[config.mk]
export PLATFORM = sky130hd
export DESIGN_NAME = joy_db15_tx_flat
export DESIGN_NICKNAME = d
export VERILOG_FILES = /design/src/rtl/joy_db15_if.sv /design/src/rtl/joy_db15_tx.sv /design/src/flat_wrapper.sv
export SDC_FILE = /design/constraint.sdc
export NUM_CORES = 1
export LEC_CHECK = 0
export CORE_MARGIN = 10
export CORE_UTILIZATION = 52
export CTS_BUF_LIST = sky130_fd_sc_hd__clkbuf_2
export DETAILED_ROUTE_END_ITERATION = 8
export MAX_ROUTING_LAYER = met4
export PLACE_DENSITY_LB_ADDON = 0.12
export SLEW_MARGIN = 15
export SYNTH_ARGS = -nofsm -noshare
export SYNTH_HDL_FRONTEND = slang
export SYNTH_SLANG_ARGS = --single-unit
[constraint.sdc]
create_clock -name clk -period 2.2 [get_ports clk]
set_clock_uncertainty 0.2 [all_clocks]
set_input_delay 0.22 -clock clk [delete_from_list [all_inputs] [get_ports clk]]
set_output_delay 0.22 -clock clk [all_outputs]
set_load 0.05 [all_outputs]
[src/rtl/joy_db15_if.sv]
// joy_db15_if: DB15 joystick link pins (host-driven load/clock, device-driven data)
interface joy_db15_if;
  logic joy_load;
  logic joy_clk;
  logic joy_data;
  modport master (output joy_load, output joy_clk, input joy_data);
  modport slave (input joy_load, input joy_clk, output joy_data);
endinterface

[src/rtl/joy_db15_tx.sv]
// joy_db15_tx: device-side 74HC165-chain emulation serialising two players' buttons as a 32-bit active-low frame
// Ports: clk/reset_n (async active-low); joystick1/joystick2 active-high buttons;
//   link (slave): joy_load, joy_clk from host, registered joy_data to host;
//   frame_done one-clk pulse on 32nd shift; overrun sticky until next load; bit_cnt shifts since load (saturates at 32).
// Optional: define JOY_TX_GLITCH_FILTER_EN to require joy_clk to hold a level for 3 clks before it counts.
module joy_db15_tx #(
  parameter int SYNC_STAGES = 2
) (
  input  logic        clk,
  input  logic        reset_n,
  input  logic [15:0] joystick1,
  input  logic [15:0] joystick2,
  joy_db15_if.slave   link,
  output logic        frame_done,
  output logic        overrun,
  output logic [5:0]  bit_cnt
);
  logic [SYNC_STAGES-1:0] ld_sync, ck_sync;
  logic [31:0] sr;
  logic ld_s, ck_s, shift;
  assign ld_s = ld_sync[SYNC_STAGES-1];
  assign ck_s = ck_sync[SYNC_STAGES-1];
  // Idle level is high so a host clock already high at release is not seen as an edge.
  always_ff @(posedge clk or negedge reset_n)
    if (!reset_n) begin
      ld_sync <= '1;
      ck_sync <= '1;
    end else begin
      ld_sync <= {ld_sync[SYNC_STAGES-2:0], link.joy_load};
      ck_sync <= {ck_sync[SYNC_STAGES-2:0], link.joy_clk};
    end
`ifdef JOY_TX_GLITCH_FILTER_EN
  logic ck_f;
  logic [1:0] hold;
  // A new level is adopted on the third consecutive clk it is seen; the rise is accepted on that same clk.
  assign shift = ld_s & ck_s & ~ck_f & (hold == 2'd2);
  always_ff @(posedge clk or negedge reset_n)
    if (!reset_n) begin
      ck_f <= 1'b1;
      hold <= 2'd0;
    end else if (ck_s == ck_f) begin
      hold <= 2'd0;
    end else if (hold == 2'd2) begin
      ck_f <= ck_s;
      hold <= 2'd0;
    end else begin
      hold <= hold + 2'd1;
    end
`else
  logic ck_q;
  assign shift = ld_s & ck_s & ~ck_q;
  always_ff @(posedge clk or negedge reset_n)
    if (!reset_n) ck_q <= 1'b1;
    else ck_q <= ck_s;
`endif
  // Load has priority over a coincident shift; shifts past the frame end feed 1s and flag overrun.
  always_ff @(posedge clk or negedge reset_n)
    if (!reset_n) begin
      sr <= '1;
      bit_cnt <= 6'd0;
      frame_done <= 1'b0;
      overrun <= 1'b0;
      link.joy_data <= 1'b1;
    end else begin
      link.joy_data <= sr[0];
      frame_done <= shift && bit_cnt == 6'd31;
      if (!ld_s) begin
        sr <= {~joystick2, ~joystick1};
        bit_cnt <= 6'd0;
        overrun <= 1'b0;
      end else if (shift) begin
        sr <= {1'b1, sr[31:1]};
        bit_cnt <= bit_cnt == 6'd32 ? 6'd32 : bit_cnt + 6'd1;
        overrun <= overrun | (bit_cnt == 6'd32);
      end
    end
endmodule

[src/flat_wrapper.sv]
// flat-port wrapper written by rule: the top's interface ports become plain ports
module joy_db15_tx_flat 
#(
  parameter int SYNC_STAGES = 2
)
  (clk, reset_n, joystick1, joystick2, frame_done, overrun, bit_cnt, link_joy_load, link_joy_clk, link_joy_data);
  joy_db15_if link_i ();
  input  logic clk;
  input  logic reset_n;
  input  logic [15:0] joystick1;
  input  logic [15:0] joystick2;
  output logic frame_done;
  output logic overrun;
  output logic [5:0] bit_cnt;
  input wire logic [$bits(link_i.joy_load)-1:0] link_joy_load;
  input wire logic [$bits(link_i.joy_clk)-1:0] link_joy_clk;
  output wire logic [$bits(link_i.joy_data)-1:0] link_joy_data;
  assign link_i.joy_load = link_joy_load;
  assign link_i.joy_clk = link_joy_clk;
  assign link_joy_data = link_i.joy_data;
  joy_db15_tx #(.SYNC_STAGES(SYNC_STAGES)) u_core (.clk(clk), .reset_n(reset_n), .joystick1(joystick1), .joystick2(joystick2), .link(link_i), .frame_done(frame_done), .overrun(overrun), .bit_cnt(bit_cnt));
endmodule
; Yosys cells after proc, flatten, opt, wreduce, memory -nomap -nowiden
; Index checks and enable logic that the tools add are counted.
[word_totals]
elab_cells = 26
reg_bits = 46
out_inout_bits = 9
[op_classes]
add_sub_neg = 1
n_reduce_logical = 1
eq_ne = 3
n_bitwise = 6
mux = 7
[ops]
columns = operator, count
row1 = two-way mux 32 bit, 2
row2 = inverter 16 bit, 2
row3 = two-way mux 6 bit, 3
row4 = adder 6 x 1 -> 6 bit (second input constant), 1
row5 = == test 6 x 5 -> 1 bit (second input constant), 1
row6 = == test 6 bit (second input constant), 1
row7 = bitwise AND 1 bit, 2
row8 = two-way mux 1 bit, 2
row9 = inequality test 2 bit (second input constant), 1
row10 = logical AND 1 bit, 1
row11 = inverter 1 bit, 1
row12 = bitwise OR 1 bit, 1

; Logic depth before layout (Yosys ltp)
; Gate-level depths: netlist of run 1.
[logic_depth]
word_depth = 4
ltp_mapped = 6

; Least setup slack after synthesis of run 1
; OpenSTA, ideal clock, no wires.
[synth_path]
kind = register to register
start = reg u_core.bit_cnt[0]
end = reg u_core.bit_cnt[2]
stages_incl_launch_ff = 5
t_arrival_ns = 1.509
period_less_slack_ns = 1.786
path_slack_ns = 0.414
setup_ns = 0.077
path_cell_list = dfrtp_1 -> ha_1 -> nand3b_1 -> or3b_1 -> o21ai_1
[synth_between]
elab_chain_cells = 4
elab_cells_between_ends = 5
cone_classes = 1 x add/sub / 1 x eq/ne / 3 x mux
[synth_lines]
columns = item, line_no
row1 = from (decl), joy_db15_tx.sv:16  ; output logic [5:0] bit_cnt
row2 = from (signal assigned), joy_db15_tx.sv:73  ; bit_cnt <= bit_cnt == 6'd32 ? 6'd32 : bit_cnt + 6'd1;
row3 = adder 6 x 1 -> 6 bit / == test 6 bit (equally long branches), joy_db15_tx.sv:73
row4 = two-way mux 6 bit (*), joy_db15_tx.sv:73
row5 = two-way mux 6 bit (*), joy_db15_tx.sv:71  ; end else if (shift) begin
row6 = two-way mux 6 bit (*), joy_db15_tx.sv:67  ; if (!ld_s) begin
; Every way passes the cells marked *; elsewhere a longest branch is shown, timed or not. The select of a mux whose other input is x is not followed.
; A chain may end at the register's enable or synchronous reset.

; Final worst setup path of run 1
[layout_path]
start = reg u_core.overrun
end = out overrun
[layout_rtl]
columns = item, line_no
row1 = from (decl), joy_db15_tx.sv:15  ; output logic overrun,
row2 = from (signal assigned), joy_db15_tx.sv:74  ; overrun <= overrun | (bit_cnt == 6'd32);
row3 = to (decl), flat_wrapper.sv:13  ; output logic overrun;
; No word-level cell between the ends.

==> run metrics, run 1 <==
setup tns final 0 ns; vias in the first global route 1562; Final setup viols 0; Clock transition at path regs 0.22 ns; Post-synth EDFFs 0; post-synthesis sequential area ratio 0.577; Via Count about 1400; GRT Overall Usage 0.136; kind of critical path reg2out; met1 Use GR 0.161; crit path time final 2.07 ns; gpl congestion approximately 0.8; Mapped Area between 0.002 and 0.0025 sq mm; Worst-Margin Slew 0.588 ns; Detail Route Antenna Nets 0; Yosys top cell area share 0.480; largest net degree at the start of global routing 25; starting density of the core 0.551; postcts setup bufs 0; Register Area 0.00120 sq mm; Util after Layout 0.697; share of cells above drive strength 1 0.263; worst slack at placement 0.419 ns; slowest cell on the critical path clkdlybuf4s50_1; synth-to-layout area growth 26.5%; Placed Area 0.00255 sq mm; Power Dens Cells 619 mW/mm^2; hold slack a little over 0.08 ns; largest fanout on the critical path 2; worst hold path type in2async; number of synthesized register bits 46; crit end category primary output; fin. max-slew vios 0; clk buf depth 2; Max-Cap Viols 0; Peak VDD IR 0.000365 V; Avg Cell Area, Syn approximately 13 sq um; die width 83.2 um; remaining global-route overflow 0; TritonCTS Buffers 5; # diodes 0; final wirelength about 4.4 mm; Yosys top cell by area dfstp_2; Avg WL per Cell roughly 18 um; drt first pass iters 4; RSZ-0062 raised after global routing false; top post-synthesis cells by count mux2i_1, dfstp_2, nor2_1, a221o_1, dfrtp_1; syn nets 193; GR Layer Usage met2 0.209; Leakage 1.31 nW; Crit path buffers/inverters 1; Mapped Cells 155; Critical Path RT 1.78 ns; most frequent cell after synthesis mux2i_1; status completed; worst-skew pair later-pin latency 0.42 ns; routed vias/inst 5.48; final worst slack 0.133 ns; H-tree depth 2; final net count 242; startpoint types flop; Ports 45; initial antenna violation count 0; Synth area leaders dfstp_2, mux2i_1, dfrtp_1; DRT iter0 DRCs 142; ys flop type dfstp_2; Fin. Hold Viols 0; delay-heaviest family, CP buffers and inverters; busiest grt layer met2; critical path arrival 1.65 ns; FFs w/ async S/R, synth 1.00; fmax 484 MHz; Die Ht 83.2 um; fin crit share 0.940; YS warnings 0; Critical Path Max Stage Delay 0.82 ns; number of sinks on the clock net between 40 and 50; post-placement cell count ~240; Cell Chain, Critical Path clkdlybuf4s50_1; quantity of I/O buffers inserted on ports 44; CTS Root Cell clkbuf_2; design area 0.00263 sq mm; Remaining DRCs 0; Multi-input gate area 795 sq um; core area 0.00377 sq mm; die area just under 0.007 sq mm; standard-cell row count 22; Filler cells 281; first-pass GRT wire length approximately 7.7 mm; Rel. slew slack 0.608; non-filler instance count after layout roughly 250; CTS tree yes; post-synthesis cell type count 27; GR Util met3 0.0371; Final Power 1.63 mW; placed wire-length estimate between 3 and 4 mm
==> state kept, by name, summed over array words and instances, names as in the netlist <==
name	flops
u_core.link.joy_data	1
u_core.bit_cnt	6
u_core.sr	32
u_core.ck_q	1
u_core.ld_sync	2
u_core.overrun	1
u_core.ck_sync	2
u_core.frame_done	1
==> cells by family (layout without fill, tap and decap cells) <==
group	count (synthesis)	count (layout)	synth area share
adder cells (fa/ha/maj)	2	2	0.0120
AO/OA/AOI/OAI	13	13	0.0584
AND/OR/NAND/NOR	35	35	0.0903
flip-flops	46	46	0.577
multiplexers	46	46	0.222
buffers and inverters	13	63	0.0409
==> cell type report <==
class,instances,area share
sequential,46,0.456
tap,48,0.0228
timing repair buffer,53,0.201
clock buffer,6,0.0114
clock inverter,2,0.00333
inverter,2,0.00286
multi-input combinational,96,0.302
==> power breakdown <==
part / internal (mW) / switching (mW) / leakage (nW)
Combinational: 0.147 / 0.116 / 0.774
Sequential: 0.980 / 0.0478 / 0.510
Clock: 0.0781 / 0.259 / 0.0304
Total: 1.20 / 0.423 / 1.31
==> per-layer routing <==
layer | part of all wire | wire length [um]
met1 | 0.45 | 2000
met5 | 0 | 0
met2 | 0.48 | 2150
met4 | 0.012 | 55
met3 | 0.054 | 238
==> timing repair <==
action                     in CTS  in global routing
hold buffers                    3                  0
hold endpoints to repair       48                  0
pin swaps                       0                  0
resized for setup               3                  4
setup endpoints to repair       3                  4
==> final timing paths <==
kind | startpoint | endpoint | slack (ns) | cells past startpoint
max | u_core.overrun | overrun | 0.13 | 1
min | reset_n | u_core.bit_cnt[2] | 0.08 | 3
max reg2reg | u_core.ck_sync[1] | u_core.sr[25] | 0.38 | 3
min reg2reg | u_core.ck_sync[0] | u_core.ck_sync[1] | 0.17 | 0
max in group asynchronous | reset_n | u_core.sr[30] | 1.42 | 3
min in group clk | joystick2[0] | u_core.sr[16] | 0.08 | 2
==> layout by cell type (no fill, tap or decap), types with 2 or more instances in the layout <==
master and n:
dlymetal6s2s_1 4, clkbuf_2 6, dlygate4sd3_1 3, nor2_1 11, nand3_1 3, nand4_1 4, a221o_1 10, dfstp_2 38
buf_4 5, dfrtp_1 8, clkdlybuf4s50_1 36, mux2i_1 46, dlygate4sd2_1 3, nand2_1 6, nand2b_1 2, ha_1 2
inv_1 2
Power figures use the tool's default switching activity.
==> run 2: changes to the inputs <==
--- a/config.mk
+++ b/config.mk
@@ -9,6 +9,7 @@
 export CORE_UTILIZATION = 52
 export CTS_BUF_LIST = sky130_fd_sc_hd__clkbuf_2
 export DETAILED_ROUTE_END_ITERATION = 8
+export HOLD_SLACK_MARGIN = 0.02
 export MAX_ROUTING_LAYER = met4
 export PLACE_DENSITY_LB_ADDON = 0.12
 export SLEW_MARGIN = 15
==> results of run 2 <==
The final DEF is identical to that of run 1; final timing and power are the same.
==> run 3: changes to the inputs <==
--- a/config.mk
+++ b/config.mk
@@ -12,6 +12,7 @@
 export HOLD_SLACK_MARGIN = 0.02
 export MAX_ROUTING_LAYER = met4
 export PLACE_DENSITY_LB_ADDON = 0.12
+export SETUP_SLACK_MARGIN = 0.15
 export SLEW_MARGIN = 15
 export SYNTH_ARGS = -nofsm -noshare
 export SYNTH_HDL_FRONTEND = slang
==> run 3 against run 2 <==
Compared with the run above: core utilization decreased by 0.36 points; critical path type unchanged; highest routed layer unchanged; via count is 0.94% higher; final cell count stayed put; clock power about the same; sequential share of layout area up 0.24 points; die area is the same; sequential power about the same; largest power group unchanged; routed wire length decreased by 0.47%; non-clock buffer count unchanged; maximum frequency increased by 7.3%; combinational power is essentially flat.
==> run metrics, run 3 (synthesis results as in run 1) <==
placed wire-length estimate 3.17 mm; Ports 45; commonest non-fill, non-tap cells in the layout mux2i_1, dfstp_2, clkdlybuf4s50_1, nor2_1, a221o_1; setup tns final 0 ns; first-pass GRT wire length 7.66 mm; standard-cell row count 22; Rel. slew slack 0.600; Multi-input gate area 795 sq um; gpl congestion 0.820; Clock power frac 0.206; combinational share of power 0.161; initial antenna violation count 0; Max-Cap Viols 0; internal power 1.20 mW; Detail Route Antenna Nets 0; vias in the first global route 1562; largest reg by FF count u_core.sr; Clock transition at path regs 0.22 ns; fin. max-slew vios 0; clk buf depth 2; GRT Overall Usage 0.136; kind of critical path reg2out; biggest regs u_core.sr: 32 flops, u_core.bit_cnt: 6 flops; Critical Path Max Stage Delay 0.57 ns; Critical Path RT 1.78 ns; slowest cell on the critical path dlygate4sd2_1; worst slack at placement 0.419 ns; starting density of the core 0.551; max reg flops 32; worst hold path type in2async; crit end category primary output; Worst-Margin Slew 0.600 ns; share of cells above drive strength 1 0.263; drt first pass iters 4; synth-to-layout area growth 25.8%; crit path time final 1.93 ns; Sw Share 0.260; R2R setup slack 0.38 ns; remaining global-route overflow 0; P_sw 0.422 mW; startpoint types flop; critical path arrival 1.51 ns; Final setup viols 0; final wirelength 4.42 mm; number of sinks on the clock net 46; core area roughly 0.0038 sq mm; Avg WL per Cell between 15 and 20 um; Filler cells approximately 290; Via Count 1399; die width 83.2 um; DRT iter0 DRCs 121; Power Dens Cells 621 mW/mm^2; # diodes 0; Leakage 1.29 nW; TritonCTS Buffers 5; Die Ht ~83 um; quantity of I/O buffers inserted on ports 44; post-placement cell count 242; Remaining DRCs 0; Peak VDD IR 0.000363 V; RSZ-0062 raised after global routing false; largest fanout on the critical path 8; Cell Chain, Critical Path dlygate4sd2_1; final worst slack around 0.27 ns; non-filler instance count after layout 253; Util after Layout 0.693; status completed; CTS tree yes; Crit path buffers/inverters 1; CTS Root Cell clkbuf_2; die area between 0.006 and 0.007 sq mm; largest net degree at the start of global routing 25; H-tree depth 2; delay-heaviest family, CP buffers and inverters; Register Area 0.00120 sq mm; Fin. Hold Viols 0; fmax just over 500 MHz; routed vias/inst 5.53; final net count ~240; Reg power frac 0.633; fin crit share 0.876; worst-skew pair later-pin latency ~0.42 ns; commonest non-fill, non-tap cell in the layout mux2i_1
==> run 3: cell types whose count changed in the layout (fill, tap and decap cells not counted) <==
cell / before / now
clkdlybuf4s50_1: 36 / 34
dlymetal6s2s_1: 4 / 1
dlygate4sd2_1: 3 / 8
==> run 3: per-layer routing <==
metal | wire length (um) | up-vias | GRT usage
li1 | - | 659 | -
met1 | 2010 | 691 | 0.161
met2 | 2130 | 41 | 0.209
met3 | 218 | 8 | 0.0371
met4 | 57 | 0 | 0.0662
met5 | 0 | - | -
==> run 3: what timing repair did <==
| action | CTS | global route |
|---|---|---|
| gates cloned | 0 | 0 |
| endpoints found under the hold margin | 48 | 0 |
| buffers inserted | 0 | 0 |
| gates resized for setup | 8 | 1 |
| hold buffers | 3 | 0 |
| setup endpoints to repair | 8 | 1 |
==> run 3: area by class of cell <==
class,instances,area share
clock inverters,2,0.00335
repair buffers,53,0.197
multi-input cells,96,0.304
well taps,48,0.0230
inverters,2,0.00287
flip-flops and latches,46,0.458
clock buffers,6,0.0115
==> run 3: path summary, 6_finish.rpt <==
| path | startpoint | endpoint | cells past startpoint |
|---|---|---|---|
| max in group asynchronous | reset_n | u_core.sr[30] | 3 |
| worst min register to register | u_core.ck_sync[0] | u_core.ck_sync[1] | 0 |
| worst max register to register | u_core.ck_sync[1] | u_core.sr[25] | 3 |
| min in group clk | joystick2[0] | u_core.sr[16] | 2 |
| worst min-delay path | reset_n | u_core.overrun | 3 |
| worst max-delay path | u_core.bit_cnt[2] | bit_cnt[2] | 1 |
==> run 3: through the flow <==
stage	area (sq um)	total power, mW	hold WS (ns)
floorplan	2080	1.18	-0.276
global placement	2550	1.29	0.0314
detailed placement	2550	1.30	0.0410
CTS	2610	1.64	0.0696
global route	2620	1.72	0.0393
finish	2620	1.63	0.0869
==> run 3: power by group through the flow <==
stage | registers (mW) | clock network (mW) | logic [mW]
6_report | 1.03 | 0.335 | 0.261
5_1_grt | 1.04 | 0.389 | 0.288
4_1_cts | 1.03 | 0.346 | 0.266
3_5_place_dp | 1.04 | 0 | 0.265
3_3_place_gp | 1.04 | 0 | 0.254
2_1_floorplan | 1.04 | 0 | 0.139
